`config.mk`:
```
export PLATFORM = sky130hd
export DESIGN_NAME = imem_prog_loader
export DESIGN_NICKNAME = d
export VERILOG_FILES = /design/src/rtl/imem_prog_loader_pkg.sv /design/src/rtl/imem_prog_loader_byte_packer.sv /design/src/rtl/imem_prog_loader.sv
export SDC_FILE = /design/constraint.sdc
export NUM_CORES = 1
export LEC_CHECK = 0
export ABC_AREA = 1
export BUFFER_PORTS_ARGS = -buffer_cell sky130_fd_sc_hd__buf_2
export CORE_MARGIN = 1.5
export CORE_UTILIZATION = 30
export DETAILED_ROUTE_END_ITERATION = 8
export PLACE_DENSITY = 0.59
export SYNTH_ARGS = -nofsm -noshare
export SYNTH_HDL_FRONTEND = slang
export SYNTH_SLANG_ARGS = --single-unit
```
`constraint.sdc`:
```
create_clock -name clk -period 2 [get_ports clk]
set_input_delay 0.4 -clock clk [delete_from_list [all_inputs] [get_ports clk]]
set_output_delay 0.4 -clock clk [all_outputs]
set_load 0.005 [all_outputs]
```
`src/rtl/imem_prog_loader_pkg.sv`:
```
// +----------------------------------------------------------------------+
// | loader_pkg : shared types and constants for the imem program loader  |
// | rev 1.0                                                              |
// +----------------------------------------------------------------------+
`default_nettype none

package loader_pkg;

   typedef enum logic [2:0] {
      ST_IDLE  = 3'd0,
      ST_COUNT = 3'd1,
      ST_DATA  = 3'd2,
      ST_CHECK = 3'd3,
      ST_RUN   = 3'd4,
      ST_ERROR = 3'd5
   } state_t;

   localparam logic [7:0] SYNC_BYTE = 8'hA5;

   typedef logic [1:0] lane_t;

endpackage

`default_nettype wire

```
`src/rtl/imem_prog_loader_byte_packer.sv`:
```
// +----------------------------------------------------------------------+
// | byte_packer : assembles four little-endian bytes into a 32-bit word  |
// | rev 1.0                                                              |
// +----------------------------------------------------------------------+
`default_nettype none

module byte_packer
   import loader_pkg::*;
(
   input  logic        clk,
   input  logic        reset,
   input  logic [7:0]  in_byte,
   input  logic        strobe,
   input  logic        clear,
   output logic [31:0] word,
   output logic        word_done
);

   lane_t       lane;
   logic [23:0] low_bytes;

   // The incoming byte is merged combinationally so the full word is
   // available in the same cycle as the 4th byte.
   always_comb begin
      word = {8'h00, low_bytes};
      word[{lane, 3'b000} +: 8] = in_byte;
   end

   assign word_done = strobe && (lane == 2'd3);

   always_ff @(posedge clk) begin
      if (!reset || clear) begin
         lane      <= 2'd0;
         low_bytes <= 24'h0;
      end else if (strobe) begin
         lane      <= lane + 2'd1;
         low_bytes <= word[23:0];
      end
   end

endmodule

`default_nettype wire

```
`src/rtl/imem_prog_loader.sv`:
```
// +----------------------------------------------------------------------+
// | imem_prog_loader : framed byte-stream loader for instruction memory  |
// | rev 1.0                                                              |
// +----------------------------------------------------------------------+
`default_nettype none

module imem_prog_loader
   import loader_pkg::*;
#(
   parameter int IMEM_DEPTH = 64,
   parameter int ADDR_W     = $clog2(IMEM_DEPTH)
) (
   input  logic              clk,
   input  logic              reset,
   input  logic              s_valid,
   output logic              s_ready,
   input  logic [7:0]        s_data,
   output logic              imem_we,
   output logic [ADDR_W-1:0] imem_addr,
   output logic [31:0]       imem_wdata,
   output logic              core_hold,
   output logic              done,
   output logic              error
);

   localparam logic [8:0] DEPTH_LIMIT = 9'(IMEM_DEPTH);

   state_t            state, next_state;
   logic [ADDR_W-1:0] addr;
   logic [7:0]        words_left;
   logic [7:0]        csum;
   logic              accept;
   logic              pack_strobe;
   logic              pack_clear;
   logic [31:0]       pack_word;
   logic              pack_done;

   assign s_ready   = reset && (state != ST_RUN);
   assign accept    = s_valid && s_ready;
   assign done      = (state == ST_RUN);
   assign core_hold = !done;

   byte_packer u_packer (
      .clk       (clk),
      .reset     (reset),
      .in_byte   (s_data),
      .strobe    (pack_strobe),
      .clear     (pack_clear),
      .word      (pack_word),
      .word_done (pack_done)
   );

   always_comb begin
      next_state  = state;
      pack_strobe = 1'b0;
      pack_clear  = 1'b0;
      case (state)
         ST_IDLE, ST_ERROR: begin
            if (accept && s_data == SYNC_BYTE)
               next_state = ST_COUNT;
         end
         ST_COUNT: begin
            if (accept) begin
               pack_clear = 1'b1;
               if (s_data == 8'd0 || {1'b0, s_data} > DEPTH_LIMIT)
                  next_state = ST_ERROR;
               else
                  next_state = ST_DATA;
            end
         end
         ST_DATA: begin
            pack_strobe = accept;
            if (pack_done && words_left == 8'd1)
               next_state = ST_CHECK;
         end
         ST_CHECK: begin
            if (accept)
               next_state = (s_data == csum) ? ST_RUN : ST_ERROR;
         end
         ST_RUN:  next_state = ST_RUN;
         default: next_state = ST_IDLE;
      endcase
   end

   always_ff @(posedge clk) begin
      if (!reset) begin
         state      <= ST_IDLE;
         addr       <= '0;
         words_left <= 8'd0;
         csum       <= 8'd0;
         imem_we    <= 1'b0;
         imem_addr  <= '0;
         imem_wdata <= 32'h0;
         error      <= 1'b0;
      end else begin
         state   <= next_state;
         imem_we <= pack_done;
         if (state == ST_COUNT && accept) begin
            addr       <= '0;
            words_left <= s_data;
            csum       <= 8'd0;
         end
         if (pack_strobe)
            csum <= csum ^ s_data;
         if (pack_done) begin
            imem_addr  <= addr;
            imem_wdata <= pack_word;
            addr       <= addr + 1'b1;
            words_left <= words_left - 8'd1;
         end
         // Sticky across new frames; only a successful load clears it.
         if (next_state == ST_ERROR)
            error <= 1'b1;
         else if (next_state == ST_RUN)
            error <= 1'b0;
      end
   end

endmodule

`default_nettype wire

```
# After elaboration in Yosys (flattened, before gate mapping)
# Cells that the tools add are included.
word_totals:
  output_inout_bits: 43
  regBits: 91
  word_cells: 65
classes:
  n_reduce_logical: 16
  n_mux: 19
  bitwise_logic: 1
  addsub: 4
  n_eq_ne: 12
  n_lt_le_gt_ge: 1
  shifts: 2
ops:
  columns: ["operator", "n"]
  rows:
  - ["32-bit bitwise mux", 1]
  - ["8-bit two-way mux", 4]
  - ["8-bit by 7-bit variable shift with 32-bit output, first input constant", 1]
  - ["8-bit by 7-bit indexed part select with 32-bit output", 1]
  - ["3-bit two-way mux", 5]
  - ["3-bit one-hot mux with 5 select lines", 1]
  - ["3-bit == test, second input constant", 4]
  - ["6-bit two-way mux", 2]
  - ["8-bit by 1-bit == test with 1-bit output, second input constant", 1]
  - ["8-bit == test", 1]
  - ["8-bit == test, second input constant", 1]
  - ["8-bit by 7-bit greater-than comparator with 1-bit output, second input constant", 1]
  - ["8-bit logical NOT", 1]
  - ["8-bit by 1-bit subtractor with 8-bit output, second input constant", 1]
  - ["8-bit XOR", 1]
  - ["5-bit negation with 7-bit output", 1]
  - ["6-bit by 1-bit adder with 6-bit output, second input constant", 1]
  - ["3-bit by 2-bit == test with 1-bit output, second input constant", 2]
  - ["1-bit logical AND", 6]
  - ["1-bit two-way mux", 6]
  - ["2-bit nonzero test", 3]
  - ["3-bit by 1-bit == test with 1-bit output, second input constant", 1]
  - ["3-bit logical NOT", 1]
  - ["3-bit != test, second input constant", 1]
  - ["other kinds (5)", 7]

# Longest topological paths before layout
# Gate-level depths: netlist of the first run.
logic_depth:
  ltp_word: 11
  depth_mapped: 11

# Hierarchy
# A second synthesis of the first run with hierarchy kept.
unflattened:
  cells_unflattened: 721
  area_unflattened_um2: 4647.0
modules_own_cells:
  columns: ["mod", "n_inst", "cells_per_inst", "area_each_um2"]
  rows:
  - ["imem_prog_loader", 1, 423, 2901.5]
  - ["byte_packer", 1, 298, 1745.4]

# Worst setup path after synthesis of the first run
# Ideal clock, no wire load.
synth_timing:
  path_type: "register to register"
  from: "register u_packer.lane[0]"
  to: "register u_packer.low_bytes[17]"
  setup_slack_ns: 0.219
  arrival_ns: 1.715
  stages_incl_launch_ff: 9
  setup_ns: 0.066
  required_ns: 1.934
  path_buffers: 1
  cell_sequence: "dfxtp_1 inv_1 ha_1 clkbuf_1 inv_1 nand4_1 o22ai_1 o21ai_2 a21oi_2"
synth_between:
  elab_chain_len: 3
  elab_cells_between_ends: 4
  classes_between: "add/sub: 1; shift: 2; mux: 1"
synth_rtl:
  columns: ["element", "line_no", "source"]
  rows:
  - ["start, declared", "imem_prog_loader_byte_packer.sv:19", "lane_t lane;"]
  - ["start signal, assigned", "imem_prog_loader_byte_packer.sv:36", "lane <= lane + 2'd1;"]
  - ["5-bit negation with 7-bit output *", "imem_prog_loader_byte_packer.sv:26", "word[{lane, 3'b000} +: 8] = in_byte;"]
  - ["8-bit by 7-bit indexed part select with 32-bit output or 8-bit by 7-bit variable shift with 32-bit output (tied branches)", "imem_prog_loader_byte_packer.sv:26", null]
  - ["32-bit bitwise mux *", "imem_prog_loader_byte_packer.sv:26", null]
  - ["end signal, assigned", "imem_prog_loader_byte_packer.sv:37", "low_bytes <= word[23:0];"]
  - ["end, declared", "imem_prog_loader_byte_packer.sv:20", "logic [23:0] low_bytes;"]
# Every way passes the cells marked *; elsewhere a longest branch is shown, timed or not.
# A chain may end at the register's enable or synchronous reset.

# Worst setup path after layout of the first run
layout_timing:
  from: "register state[1]"
  to: "register u_packer.low_bytes[4]"
layout_between:
  elab_chain_len: 6
  elab_cells_between_ends: 9
  classes_between: "eq/ne: 3; mux: 3; reduce/logical: 3"
layout_rtl:
  columns: ["element", "line_no", "source"]
  rows:
  - ["start, declared", "imem_prog_loader.sv:28", "state_t state, next_state;"]
  - ["start signal, assigned", "imem_prog_loader.sv:96", "state <= next_state;"]
  - ["3-bit != test", "imem_prog_loader.sv:38", "assign s_ready = reset && (state != ST_RUN);"]
  - ["1-bit logical AND", "imem_prog_loader.sv:38", null]
  - ["1-bit logical AND", "imem_prog_loader.sv:39", "assign accept = s_valid && s_ready;"]
  - ["1-bit two-way mux", "imem_prog_loader.sv:63", "if (accept) begin"]
  - ["1-bit two-way mux", "imem_prog_loader.sv:57", "case (state)"]
  - ["1-bit logical OR", "imem_prog_loader_byte_packer.sv:32", "if (!reset || clear) begin"]
# Parallel ways exist; a longest one is shown, timed or not.

==> run summary, run 1 <==
status - finished, final reports clean
CP max FO - 28
largest family of logic cells by synthesized area - simple AND/OR/NAND/NOR gates
Synth Area in Adders - 0.0255
Cell variety after synth - 34
share of cells above drive strength 1 - 0.228
Yosys top cell area share - 0.413
cell taking the most area after synthesis - dfxtp_1
Max Slew Vio Count - 0
synth warn - 0
DRC viols - 0
Die X - 124 um
peak supply drop - 0.000465 V
Fin Setup TNS - 0 ns
Post-DP Area - 4860 um^2
Seq/Total Area, Yosys - 0.413
area delta synth->final - 15.9%
Commonest cells post-synth - 113 x nand2_1, 91 x dfxtp_1, 60 x inv_1
area taken by multi-input logic gates - 2160 um^2
actual slew at the worst max-slew pin - 0.536 ns
site row count - 44
Min Hold Slack - 0.440 ns
sequential cell area - 1820 um^2
slew margin rel. - 0.642
Tmin final - 1.80 ns
RSZ-0062 raised after global routing - false
clk_skew - 0.00620 ns
multiplexer area fraction after synthesis - 0
Synth Area in Simple Gates - 0.243
# IOs - 54
cells after synthesis - 574
CP Data Required Time - 2.28 ns
synthesized area per cell - 7.69 um^2
antenna viol nets, final - 0
WL/cell - 13.2 um
max cap viols - 0
FFs w/ async S/R, synth - 0
largest net degree at the start of global routing - 51
CP Class - reg2reg
Die ar. - 15400 um^2
DR vias/cell - 4.63
period utilisation layout - 0.902
maximum clock path buffer count - 2
startpoint types - flop
Placer Congestion - 0.763
DR vias - 3730
count of cells resized by post-cts repair - 0
fmax - 554 MHz
Final Hold Viols - 0
Starting DRT DRC Count - 277
post-synthesis cell area - 4410 um^2
Num CTS Buffers - 9
Arr. time, crit path - 2.09 ns
Seq cells post-synth - 91
global route overflow - 0
number of global-route vias before repair - 3497
Synth area leaders - dfxtp_1 41%, nand2_1 9.6%, nand3_1 6.2%, inv_1 5.1%, a21oi_2 3.8%
complex-gate fraction of the synthesized area - 0.198
xor and xnor area share after synthesis - 0.0238
Antenna diodes - 0
HPWL after detailed placement - 7.32 mm
Setup Fix Bufs, Post-CTS - 0
post-layout util - 0.355
Starting Density - 0.306
leakage - 2.15 nW
total track usage - 0.141
EDFF count, synth - 0
fillers - 1546
CTS tree - built
post-route cell area - 5110 um^2
Nets - 639
initial antenna violation count - 0
final setup fails - 0
Pre-Repair DR Iteration Count - 4
syn nets - 594
Post-Route WL - 10.6 mm
CP endpoint kind - flop
Die Ht - 124 um
cell with the most instances after synthesis - nand2_1
CTS sink cnt - 91
port bufs - 53
later-pin clock latency in the skew report - 0.35 ns
clk root buf - clkbuf_16
Post-CTS Hold Fix Bufs - 0
CTS HTree Levels - 3
Core Area - 14400 um^2
first-pass GRT wire length - 17.4 mm
HP Class - in2reg
top_reg_cell synth - dfxtp_1
pwr dens - 686 nW/um^2
Clock transition at path regs - 0.06 ns
cells by family after synthesis:
logic type	after synthesis
simple gates	230
compound gates	135
buf+inv	97
flops	91
xor+xnor	12
fa+ha+maj	9
metrics by stage:
stage	instances	worst slack, ns	power, mW
2_1_floorplan	574	0.219	1.96
3_3_place_gp	792	0.238	2.01
3_5_place_dp	792	0.191	2.01
4_1_cts	806	0.173	3.56
5_1_grt	806	0.0247	3.66
6_report	806	0.196	3.51
placed cells by master, fill, tap and decap left out, types with 2 or more instances in the layout:
master       n
a21oi_1     29
a21oi_2     19
a31oi_1      4
buf_12       3
buf_2       53
buf_4        9
clkbuf_16    9
clkinv_2     3
dfxtp_1     91
ha_1         9
inv_1       60
inv_2        5
nand2_1    113
nand2_2      2
nand2_4      2
nand3_1     55
nand4_1      5
nor2_1      38
nor2_4       3
nor2_8       2
nor3_1       2
o21ai_0     26
o21ai_1     10
o21ai_2     19
o22ai_1     26
or2_2        5
xnor2_1      5
xor2_1       7
registers in the layout (all words and copies together), names as in the netlist:
register,cells
addr,6
csum,8
error,1
imem_addr,6
imem_wdata,32
imem_we,1
state,3
u_packer.lane,2
u_packer.low_bytes,24
words_left,8
routing by layer:
metal	track usage	routed length (um)	vias to the layer above
met5	0	0	-
met4	0.0446	137	0
met3	0.0412	463	9
met2	0.219	4730	70
met1	0.188	5270	1668
li1	-	-	1983
power by group:
part	switching (mW)	internal, mW	total [mW]	leakage [nW]
Combinational	0.110	0.0451	0.155	1.29
Clock	0.716	0.826	1.54	0.127
Sequential	0.000177	1.81	1.81	0.732
Total	0.826	2.68	3.51	2.15
layout make-up:
| cell class | count | share of cell area |
|---|---|---|
| flip-flops and latches | 91 | 0.356 |
| clock buffers | 9 | 0.0440 |
| multi-input cells | 386 | 0.423 |
| repair buffers | 65 | 0.0768 |
| well taps | 184 | 0.0450 |
| clock inverters | 5 | 0.00612 |
| inverters | 66 | 0.0489 |
worst paths after layout:
kind / from / end / slack [ns] / cells after the start
max: state[1]$_SDFF_PN0_ / u_packer.low_bytes[4]$_SDFFE_PP0P_ / 0.20 / 9
min: s_data[6] / words_left[6]$_SDFFE_PN0P_ / 0.44 / 3
max reg2reg: state[1]$_SDFF_PN0_ / u_packer.low_bytes[4]$_SDFFE_PP0P_ / 0.20 / 9
min reg2reg: u_packer.low_bytes[8]$_SDFFE_PP0P_ / u_packer.low_bytes[8]$_SDFFE_PP0P_ / 0.45 / 2
critical path: stages (launching register included):
cell	delay (ns)
dfxtp_1	0.37
nor2_2	0.21
nand2_2	0.11
nand2_4	0.10
nor2_8	0.06
nand2_8	0.08
inv_4	0.07
nor2_8	0.43
o21ai_0	0.17
a21oi_1	0.14
Note: power is estimated with default switching activity, not from simulation.
==> run 2: changes to the inputs <==
--- a/config.mk
+++ b/config.mk
@@ -11,6 +11,7 @@
 export CORE_UTILIZATION = 30
 export DETAILED_ROUTE_END_ITERATION = 8
 export PLACE_DENSITY = 0.59
+export RECOVER_POWER = 100
 export SYNTH_ARGS = -nofsm -noshare
 export SYNTH_HDL_FRONTEND = slang
 export SYNTH_SLANG_ARGS = --single-unit
==> run 2 against run 1 <==
Clock skew rose by 0.0012 ns. Sequential share of layout area up 0.60 points. Utilization decreased by 0.59 points. Clock power barely moved. Via count about the same. Register-to-register slack got worse by 0.03 ns. Global-route usage unchanged. Critical path type unchanged. Largest cell class unchanged.
==> run summary, run 2 (synthesis gave the netlist of run 1 again) <==
area taken by multi-input logic gates - 2110 um^2 (-2.6%)
CTS tree - built
CP delay by family, top - buffers and inverters
first-pass GRT wire length - 17.4 mm (unchanged)
peak supply drop - 0.000462 V (-0.47%)
RSZ-0062 raised after global routing - false
Die ar. - 15400 um^2 (unchanged)
status - finished, final reports clean
share of cells above drive strength 1 - 0.188 (-0.0402)
fmax - 545 MHz (-1.7%)
Pre-Repair DR Iteration Count - 4 (unchanged)
number of global-route vias before repair - 3497 (unchanged)
Post-Route WL - 10.7 mm (+0.46%)
min-delay src - s_data[6]
antenna viol nets, final - 0 (unchanged)
count of cells resized by post-cts repair - 0 (unchanged)
Worst Path Buf+Inv - 2 (+1)
HPWL after detailed placement - 7.32 mm (unchanged)
period utilisation layout - 0.918 (+0.0156)
Placer Congestion - 0.763 (unchanged)
CP Data Required Time - 2.24 ns (-0.04 ns)
switching share of power - 0.234 (-0.000986)
Int Pwr - 2.68 mW (-0.12%)
Clock transition at path regs - 0.06 ns (about the same)
later-pin clock latency in the skew report - 0.35 ns (about the same)
global route overflow - 0 (unchanged)
max FFs per register - 32 (unchanged)
CP max FO - 8 (-71%)
Clock Power Share - 0.440 (about the same)
CP endpoint kind - flop
Post-CTS Hold Fix Bufs - 0 (unchanged)
CTS sink cnt - 91 (unchanged)
Final Hold Viols - 0 (unchanged)
Arr. time, crit path - 2.07 ns (-0.02 ns)
largest net degree at the start of global routing - 51 (unchanged)
leakage - 2.08 nW (-3.1%)
startpoint types - flop
Die X - 124 um (unchanged)
total track usage - 0.141 (unchanged)
crit path to - u_packer.low_bytes[21]$_SDFFE_PP0P_
Largest Register - imem_wdata
Fin Setup TNS - 0 ns (unchanged)
clk root buf - clkbuf_16
critical path's slowest cell - dfxtp_1
final setup fails - 0 (unchanged)
CP Launch Point - u_packer.lane[1]$_SDFFE_PP0P_
sequential cell area - 1820 um^2 (unchanged)
Sequential Power Share - 0.518 (+0.002)
fillers - 1564 (+1.2%)
actual slew at the worst max-slew pin - 0.509 ns (-0.0278 ns)
Max Slew Vio Count - 0 (unchanged)
RR Startpoint - u_packer.lane[1]$_SDFFE_PP0P_
Num CTS Buffers - 9 (unchanged)
CP Class - reg2reg
Logic pwr share - 0.043 (about the same)
Antenna diodes - 0 (unchanged)
HP Class - in2reg
path depth of the worst reg2reg path - 7 (-2)
WL/cell - 13.2 um (+0.46%)
DRC viols - 0 (unchanged)
commonest non-fill, non-tap cell in the layout - nand2_1
DR vias/cell - 4.63 (about the same)
# IOs - 54 (unchanged)
Setup Fix Bufs, Post-CTS - 0 (unchanged)
CP max stage delay - 0.38 ns (-0.05 ns)
Core Area - 14400 um^2 (unchanged)
DR vias - 3732 (+0.054%)
Starting Density - 0.306 (unchanged)
area delta synth->final - 14.0%
Post-Place Cells - 792 (unchanged)
reg-to-reg endpoint - u_packer.low_bytes[21]$_SDFFE_PP0P_
CTS HTree Levels - 3 (unchanged)
Total Power Consumption - 3.50 mW (-0.25%)
Reg2Reg Setup Slack - 0.16 ns (-0.03 ns)
clk_skew - 0.00744 ns (+0.00124 ns)
crit-path cells - inv_1 > ha_1 > nand4_1 > clkbuf_1 > o22ai_1 > o21ai_0 > a21oi_2
CP Depth - 7 (-2)
Starting DRT DRC Count - 247 (-11%)
most frequent cells in the layout - 114 x nand2_1, 91 x dfxtp_1, 61 x inv_1, 55 x nand3_1, 42 x buf_2
initial antenna violation count - 0 (unchanged)
maximum clock path buffer count - 2 (unchanged)
post-route insts no fill - 806 (unchanged)
Nets - 639 (unchanged)
pwr dens - 696 nW/um^2 (+1.4%)
slew margin rel. - 0.661 (+0.0181)
max cap viols - 0 (unchanged)
Die Ht - 124 um (unchanged)
largest registers - imem_wdata (32), u_packer.low_bytes (24)
site row count - 44 (unchanged)
Switch Pwr - 0.821 mW (-0.67%)
port bufs - 53 (unchanged)
Tmin final - 1.84 ns (+0.0312 ns)
-- run 2: power groups by stage --
stage | clock network (mW) | registers [mW] | logic (mW)
floorplan | 0 | 1.85 | 0.106
global placement | 0 | 1.85 | 0.156
detailed placement | 0 | 1.85 | 0.157
CTS | 1.59 | 1.81 | 0.157
global route | 1.68 | 1.81 | 0.164
finish | 1.54 | 1.81 | 0.149
-- run 2: worst min path at each step --
stage | end | slack (ns) | depth (start not counted)
2_1_floorplan | u_packer.low_bytes[10]$_SDFFE_PP0P_ | 0.43 | 2
3_3_place_gp | u_packer.low_bytes[3]$_SDFFE_PP0P_ | 0.44 | 2
3_5_place_dp | u_packer.low_bytes[8]$_SDFFE_PP0P_ | 0.44 | 2
4_1_cts | words_left[6]$_SDFFE_PN0P_ | 0.44 | 3
5_1_grt | words_left[6]$_SDFFE_PN0P_ | 0.46 | 3
6_report | words_left[6]$_SDFFE_PN0P_ | 0.44 | 3
-- run 2: layout make-up --
| type | count | area share |
|---|---|---|
| clock buffers | 9 | 0.0448 |
| clock inverters | 5 | 0.00622 |
| inverters | 66 | 0.0498 |
| multi-input cells | 386 | 0.419 |
| flip-flops and latches | 91 | 0.362 |
| well taps | 184 | 0.0458 |
| repair buffers | 65 | 0.0724 |
-- run 2: per-layer routing --
metal  up-vias  routed length (um)  GRT usage
met2        65                4690      0.219
met3         9                 555     0.0412
met1      1682                5270      0.188
met4         0                 137     0.0446
li1       1976                   -          -
met5         -                   0          0
-- run 2: through the flow --
stage,setup slack (ns),hold WS [ns],area (um^2),utilization
2_1_floorplan,0.219,0.429,4410,-
3_3_place_gp,0.238,0.443,4860,0.337
3_5_place_dp,0.191,0.444,4860,0.337
4_1_cts,0.173,0.438,5110,0.355
5_1_grt,0.0357,0.458,5030,0.349
6_report,0.165,0.436,5030,0.349
-- run 2: worst register-to-register path: stages (launching register included) --
cell	delay [ns]
dfxtp_1	0.38
inv_1	0.12
ha_1	0.37
nand4_1	0.12
clkbuf_1	0.33
o22ai_1	0.15
o21ai_0	0.22
a21oi_2	0.04
